$ cat src/rtl/morse_pkg.sv
// Shared types and constants for the Morse transmitter.
// MORSE_DIGITS_EN adds 5-element codes for the digits '0'-'9'.
package morse_pkg;

`ifdef MORSE_DIGITS_EN
  localparam int unsigned MAX_LEN = 5;
`else
  localparam int unsigned MAX_LEN = 4;
`endif
  localparam int unsigned LEN_W          = $clog2(MAX_LEN + 1);
  localparam int unsigned PAT_W          = MAX_LEN;
  localparam int unsigned ELEM_W         = 3;
  localparam int unsigned UNITS_W        = 3;
  localparam int unsigned DASH_UNITS     = 3;
  localparam int unsigned CHAR_GAP_UNITS = 3;

  localparam logic [1:0] SYM_END  = 2'd0;
  localparam logic [1:0] SYM_DOT  = 2'd1;
  localparam logic [1:0] SYM_DASH = 2'd2;

  typedef enum logic [1:0] {IDLE, MARK, GAP, CHAR_GAP} state_t;

  // Pattern is MSB-first within the low len bits; bit value 1 = dash.
  typedef struct packed {
    logic [LEN_W-1:0] len;
    logic [PAT_W-1:0] pattern;
  } morse_code_t;

  function automatic morse_code_t mc(input int unsigned len, input int unsigned pat);
    morse_code_t c;
    c.len     = LEN_W'(len);
    c.pattern = PAT_W'(pat);
    return c;
  endfunction

endpackage

$ cat src/rtl/morse_lut.sv
// Combinational ASCII -> Morse code lookup; lowercase letters fold to uppercase.
// Digits are encoded only when MORSE_DIGITS_EN is defined.
module morse_lut
  import morse_pkg::*;
(
  input  logic [7:0]  char_in,
  output logic        ok_c,
  output morse_code_t code_c
);

  logic [7:0] ch;

  always_comb begin
    ch     = char_in;
    ok_c   = 1'b1;
    code_c = '0;
    if (char_in >= 8'h61 && char_in <= 8'h7a) ch = char_in - 8'h20;
    case (ch)
      8'h41: code_c = mc(2, 'b01);
      8'h42: code_c = mc(4, 'b1000);
      8'h43: code_c = mc(4, 'b1010);
      8'h44: code_c = mc(3, 'b100);
      8'h45: code_c = mc(1, 'b0);
      8'h46: code_c = mc(4, 'b0010);
      8'h47: code_c = mc(3, 'b110);
      8'h48: code_c = mc(4, 'b0000);
      8'h49: code_c = mc(2, 'b00);
      8'h4a: code_c = mc(4, 'b0111);
      8'h4b: code_c = mc(3, 'b101);
      8'h4c: code_c = mc(4, 'b0100);
      8'h4d: code_c = mc(2, 'b11);
      8'h4e: code_c = mc(2, 'b10);
      8'h4f: code_c = mc(3, 'b111);
      8'h50: code_c = mc(4, 'b0110);
      8'h51: code_c = mc(4, 'b1101);
      8'h52: code_c = mc(3, 'b010);
      8'h53: code_c = mc(3, 'b000);
      8'h54: code_c = mc(1, 'b1);
      8'h55: code_c = mc(3, 'b001);
      8'h56: code_c = mc(4, 'b0001);
      8'h57: code_c = mc(3, 'b011);
      8'h58: code_c = mc(4, 'b1001);
      8'h59: code_c = mc(4, 'b1011);
      8'h5a: code_c = mc(4, 'b1100);
`ifdef MORSE_DIGITS_EN
      8'h30: code_c = mc(5, 'b11111);
      8'h31: code_c = mc(5, 'b01111);
      8'h32: code_c = mc(5, 'b00111);
      8'h33: code_c = mc(5, 'b00011);
      8'h34: code_c = mc(5, 'b00001);
      8'h35: code_c = mc(5, 'b00000);
      8'h36: code_c = mc(5, 'b10000);
      8'h37: code_c = mc(5, 'b11000);
      8'h38: code_c = mc(5, 'b11100);
      8'h39: code_c = mc(5, 'b11110);
`endif
      default: ok_c = 1'b0;
    endcase
  end

endmodule

$ cat src/rtl/char_to_morse.sv
// Morse transmitter: takes one ASCII char per handshake and keys its pattern with unit timing.
// MORSE_DIGITS_EN (see morse_pkg / morse_lut) enables digit codes.
module char_to_morse
  import morse_pkg::*;
#(
  parameter int unsigned UNIT_CYCLES = 5_000_000
) (
  input  logic       clk,
  input  logic       rst_n,
  input  logic       char_valid,
  input  logic [7:0] char_in,
  output logic       char_ready,
  output logic       key_out,
  output logic       sym_valid,
  output logic [1:0] sym_code,
  output logic       err,
  output logic       busy
);

  localparam int unsigned CNT_W = $clog2(UNIT_CYCLES);

  state_t               state, state_nxt;
  logic [CNT_W-1:0]     unit_cnt, unit_cnt_nxt;
  logic [UNITS_W-1:0]   units_left, units_left_nxt;
  logic [ELEM_W-1:0]    elem_idx, elem_idx_nxt;
  logic [LEN_W-1:0]     len_q, len_nxt;
  logic [PAT_W-1:0]     pat_q, pat_nxt;
  logic                 key_nxt, sym_valid_nxt, err_nxt;
  logic [1:0]           sym_code_nxt;

  logic                 lut_ok_c;
  morse_code_t          lut_code_c;
  logic [PAT_W-1:0]     pat_aligned_c;
  logic                 transfer_c, unit_done_c, seg_end_c, more_c;

  morse_lut u_lut (
    .char_in (char_in),
    .ok_c    (lut_ok_c),
    .code_c  (lut_code_c)
  );

  // Left-align the pattern so the current element is always the top bit.
  assign pat_aligned_c = lut_code_c.pattern << (LEN_W'(MAX_LEN) - lut_code_c.len);
  assign transfer_c    = char_valid & char_ready;
  assign unit_done_c   = (unit_cnt == CNT_W'(UNIT_CYCLES - 1));
  assign seg_end_c     = unit_done_c && (units_left == '0);
  assign more_c        = (elem_idx + ELEM_W'(1)) < ELEM_W'(len_q);

  always_comb begin
    state_nxt      = state;
    unit_cnt_nxt   = unit_done_c ? '0 : unit_cnt + CNT_W'(1);
    units_left_nxt = unit_done_c ? units_left - UNITS_W'(1) : units_left;
    elem_idx_nxt   = elem_idx;
    len_nxt        = len_q;
    pat_nxt        = pat_q;
    key_nxt        = 1'b0;
    sym_valid_nxt  = 1'b0;
    sym_code_nxt   = SYM_END;
    err_nxt        = 1'b0;
    case (state)
      IDLE: begin
        unit_cnt_nxt   = '0;
        units_left_nxt = '0;
        if (transfer_c) begin
          if (lut_ok_c) begin
            state_nxt      = MARK;
            len_nxt        = lut_code_c.len;
            pat_nxt        = pat_aligned_c;
            elem_idx_nxt   = '0;
            units_left_nxt = pat_aligned_c[PAT_W-1] ? UNITS_W'(DASH_UNITS - 1) : '0;
            key_nxt        = 1'b1;
            sym_valid_nxt  = 1'b1;
            sym_code_nxt   = pat_aligned_c[PAT_W-1] ? SYM_DASH : SYM_DOT;
          end else begin
            err_nxt = 1'b1;
          end
        end
      end
      MARK: begin
        key_nxt = 1'b1;
        if (seg_end_c) begin
          key_nxt = 1'b0;
          if (more_c) begin
            state_nxt      = GAP;
            units_left_nxt = '0;
          end else begin
            state_nxt      = CHAR_GAP;
            units_left_nxt = UNITS_W'(CHAR_GAP_UNITS - 1);
            sym_valid_nxt  = 1'b1;
            sym_code_nxt   = SYM_END;
          end
        end
      end
      GAP: begin
        if (seg_end_c) begin
          state_nxt      = MARK;
          pat_nxt        = pat_q << 1;
          elem_idx_nxt   = elem_idx + ELEM_W'(1);
          units_left_nxt = pat_q[PAT_W-2] ? UNITS_W'(DASH_UNITS - 1) : '0;
          key_nxt        = 1'b1;
          sym_valid_nxt  = 1'b1;
          sym_code_nxt   = pat_q[PAT_W-2] ? SYM_DASH : SYM_DOT;
        end
      end
      CHAR_GAP: begin
        if (seg_end_c) begin
          state_nxt      = IDLE;
          units_left_nxt = '0;
        end
      end
      default: state_nxt = IDLE;
    endcase
  end

  always_ff @(posedge clk or negedge rst_n) begin
    if (!rst_n) begin
      state      <= IDLE;
      unit_cnt   <= '0;
      units_left <= '0;
      elem_idx   <= '0;
      len_q      <= '0;
      pat_q      <= '0;
      char_ready <= 1'b1;
      key_out    <= 1'b0;
      sym_valid  <= 1'b0;
      sym_code   <= SYM_END;
      err        <= 1'b0;
      busy       <= 1'b0;
    end else begin
      state      <= state_nxt;
      unit_cnt   <= unit_cnt_nxt;
      units_left <= units_left_nxt;
      elem_idx   <= elem_idx_nxt;
      len_q      <= len_nxt;
      pat_q      <= pat_nxt;
      char_ready <= (state_nxt == IDLE);
      key_out    <= key_nxt;
      sym_valid  <= sym_valid_nxt;
      sym_code   <= sym_code_nxt;
      err        <= err_nxt;
      busy       <= (state_nxt != IDLE);
    end
  end

endmodule

$ cat config.mk
export PLATFORM = sky130hd
export DESIGN_NAME = char_to_morse
export DESIGN_NICKNAME = d
export VERILOG_FILES = /design/src/rtl/morse_pkg.sv /design/src/rtl/morse_lut.sv /design/src/rtl/char_to_morse.sv
export SDC_FILE = /design/constraint.sdc
export NUM_CORES = 1
export LEC_CHECK = 0
export ABC_AREA = 1
export BUFFER_PORTS_ARGS = -buffer_cell sky130_fd_sc_hd__buf_2
export CAP_MARGIN = 20
export CORE_MARGIN = 8
export CORE_UTILIZATION = 40
export CTS_CLUSTER_SIZE = 12
export DETAILED_ROUTE_END_ITERATION = 10
export GPL_ROUTABILITY_DRIVEN = 0
export GPL_TIMING_DRIVEN = 0
export PLACE_DENSITY = 0.57
export RECOVER_POWER = 25
export SYNTH_ARGS = -nofsm -noshare
export SYNTH_HDL_FRONTEND = slang
export SYNTH_SLANG_ARGS = --single-unit
$ cat constraint.sdc
create_clock -name clk -period 5.6 [get_ports clk]
set_clock_uncertainty 0.1 [all_clocks]
set_input_delay 0.28 -clock clk [delete_from_list [all_inputs] [get_ports clk]]
set_output_delay 0.28 -clock clk [all_outputs]
set_load 0.05 [all_outputs]
==> results.ini <==
[layout]
n_antenna_cell = 0
final_area_um2 = 3298
nFillCells = 816
fin_cells = 551
fin_nets = 471
drive_gt1_share_pct = 11.28
syn2layout_area_growth_pct = 10.11
fin_util_pct = 45.47

[global_route]
grt_usage_pct = 14.52
grt_max_degree = 45
grt_first_pass_wirelength_mm = 12.41
antenna_found_initial = 0
first_global_vias = 2852
grt-ovfl-total = 0

[drt]
drt_iter0_drc = 102
viasPerCell = 5.200
first_pass_iters = 4
routed-via-count = 2865
routedWlPerCell_um = 12.89
drcViolationCount = 0
ant_nets = 0
drt_wl_total_mm = 7.102

[synth]
ys_seq_area_share_pct = 36.80
synth_edf_count = 0
synth_top_area_share_pct = 35.92
synthArstFlopShare_pct = 100.0
avgSynthCellArea_um2 = 7.031
yosys-top-cells-area = dfrtp_1 36%, nand2_1 13%, nor2_1 7.0%, inv_1 6.6%, nand3_1 5.5%
syn_nets = 445
yosysTopAreaCell = dfrtp_1
ys_warn_count = 0
synth-seq-cells = 44
yosysUniqueCellTypes = 39
synthesis.area_um2 = 2995
netlist_instances = 426
synth_ff_type = dfrtp_1

[worst_setup_path]
critical_path_depth = 3
crit_type = input port to asynchronous set/reset pin
path_max_fanout = 35
critical_path_arrival_ps = 2690
reg2reg_slack_ps = 3130
start_kind = input port
worstPathCellList = dlygate4sd3_1 > clkbuf_1 > clkbuf_1
critPathRequiredTime_ps = 5530
critPathCaptureType = asynchronous set/reset pin
timing.rr.end = unit_cnt[22]
timing.rr.start = unit_cnt[0]
slowest_delay_ps = 1450
cp_top_family = buffers and inverters
crit_end = sym_valid
cp_num_buf_inv = 3
cpMostUsedCell = clkbuf_1
ff2ff_path_depth = 11
cp_slowest_cell = clkbuf_1
crit_start = rst_n

[placed_design]
dp_slack_ps = 2777
dpl.cell_count = 542
placed_area_um2 = 3204
port_buffers = 17
dp_hpwl_mm = 5.396

[die]
die_w_um = 102.5
fp.dieH_um = 102.5
initial_utilization_pct = 41.30
ios = 18
core_area_um2 = 7253
die_area_um2 = 10510
std_cell_rows = 31

[sta]
timing.hold.ws_ps = 159.3
worst_pin_slew_ps = 1949
finalHoldViolations = 0
drv_slew = 36
relSlewSlack_pct = -29.91
fmax_mhz = 362.1
setup_viol = 0
setup_ws_ps = 2839
rsz0062_at_grt = false
fin_crit_ps = 2761
setup_tns_ps = 0
period_share_pct = 49.31

[clock_network]
cts.sinks = 44
cts.repair.resized = 0
clk_latency_ps = 300
cts_made_buffers = 5
clk_path_buf_depth = 2
cts_root_buffer = clkbuf_8
cts_tree = built
h-tree-depth = 2
cts.clk_slew.worst_paths_ps = 80

[run_status]
violations = capacitance limit, slew limit
status = finished with violations

[power_and_ir_drop]
p_leak_nw = 1.694
vdd_drop_max_mv = 0.07802
p_total_mw = 0.5648
power_density_nw_per_um2 = 171.2

[job]
maxCapViolCount = 1

[min_path]
hold_path.class = input port to register

cells by family (layout without fill, tap and decap cells):
group,Yosys count,after routing,share of synthesized area [%]
AOI/OAI and AO/OA,59,59,10.99
xor gates and xnor gates,9,9,2.632
adders and majority gates,8,8,3.342
buffers and inverters,59,85,8.020
DFF,44,44,36.80
and+or+nand+nor,247,247,38.22
synth_stat cells, types with 2 or more instances:
cell type and instances:
nand2_1 105, nand3_1 33, a31oi_1 5, nand4_1 13, ha_1 8, xnor2_1 2
nand2_2 5, nor2_1 56, xor2_1 7, o21ai_1 6, o41ai_1 2, nor2_4 3
nor4_1 8, nor3_1 8, o21ai_0 23, nor3_2 2, a21oi_1 15, inv_2 3
inv_1 53, nor2_2 4, buf_6 2, o21a_1 3, dfrtp_1 43, nand4_2 2
power breakdown:
part           total, mW  internal [mW]  switching (mW)
Combinational     0.0502         0.0147          0.0355
Sequential         0.318          0.317       0.0000289
Clock              0.197         0.0847           0.112
state kept, by name (all words and copies together), names as in the netlist:
signal and cells:
char_ready 1, unit_cnt 23, busy 1, sym_valid 1, elem_idx 3, key_out 1
len_q 3, err 1, state 2, units_left 3, pat_q 3, sym_code 2
worst min-delay path by stage:
stage	from	endpoint	slack, ps	cells after the start
2_1_floorplan	rst_n	busy	-120	0
3_3_place_gp	unit_cnt[0]	unit_cnt[0]	340	1
3_5_place_dp	unit_cnt[0]	unit_cnt[0]	340	1
4_1_cts	rst_n	unit_cnt[9]	80	1
5_1_grt	char_valid	err	180	3
6_report	char_valid	err	160	3
routing by layer:
metal / vias up / GRT usage, % / share of wire [%]
met5: - / 0 / 0
met4: 0 / 4.402 / 2.0
met3: 16 / 2.633 / 4.5
met2: 63 / 25.32 / 48
met1: 1329 / 17.68 / 45
li1: 1457 / - / -
final cells by class:
class | count | area, um^2 | area share, %
Sequential cell | 44 | 1102 | 33.42
Tap cell | 99 | 123.9 | 3.756
Inverter | 56 | 210.2 | 6.373
Multi-Input combinational cell | 323 | 1653 | 50.11
Clock inverter | 2 | 12.51 | 0.3794
Timing Repair Buffer | 19 | 97.59 | 2.959
Buffer | 3 | 30.03 | 0.9105
Clock buffer | 5 | 68.82 | 2.086
timing repair:
item                                   CTS  global route
endpoints found under the hold margin    0             9
setup endpoints to repair                0             0
buffers inserted                         0             0
hold buffers                             0             1
worst register-to-register path: stages (launching register included):
cell	delay (ps)
dfrtp_1	370
ha_1	190
nand3_1	170
nor3b_2	350
nand3_1	210
nor2_1	180
nand2_1	100
inv_1	90
nand4_1	140
nor4_1	260
o21ai_0	120
a21oi_1	140
cells in the final DEF, fill, tap and decap left out, types with 2 or more instances in the layout:
cell / Yosys / routed
a21oi_1: 15 / 15
a31oi_1: 5 / 5
buf_2: 0 / 16
buf_6: 2 / 2
clkbuf_1: 0 / 2
clkbuf_8: 0 / 5
dfrtp_1: 43 / 43
ha_1: 8 / 8
inv_1: 53 / 53
inv_2: 3 / 3
nand2_1: 105 / 105
nand2_2: 5 / 5
nand3_1: 33 / 33
nand4_1: 13 / 13
nand4_2: 2 / 2
nor2_1: 56 / 56
nor2_2: 4 / 4
nor2_4: 3 / 3
nor3_1: 8 / 8
nor3_2: 2 / 2
nor4_1: 8 / 8
o21a_1: 3 / 3
o21ai_0: 23 / 23
o21ai_1: 6 / 6
o41ai_1: 2 / 2
xnor2_1: 2 / 2
xor2_1: 7 / 7
Power figures use the tool's default switching activity.
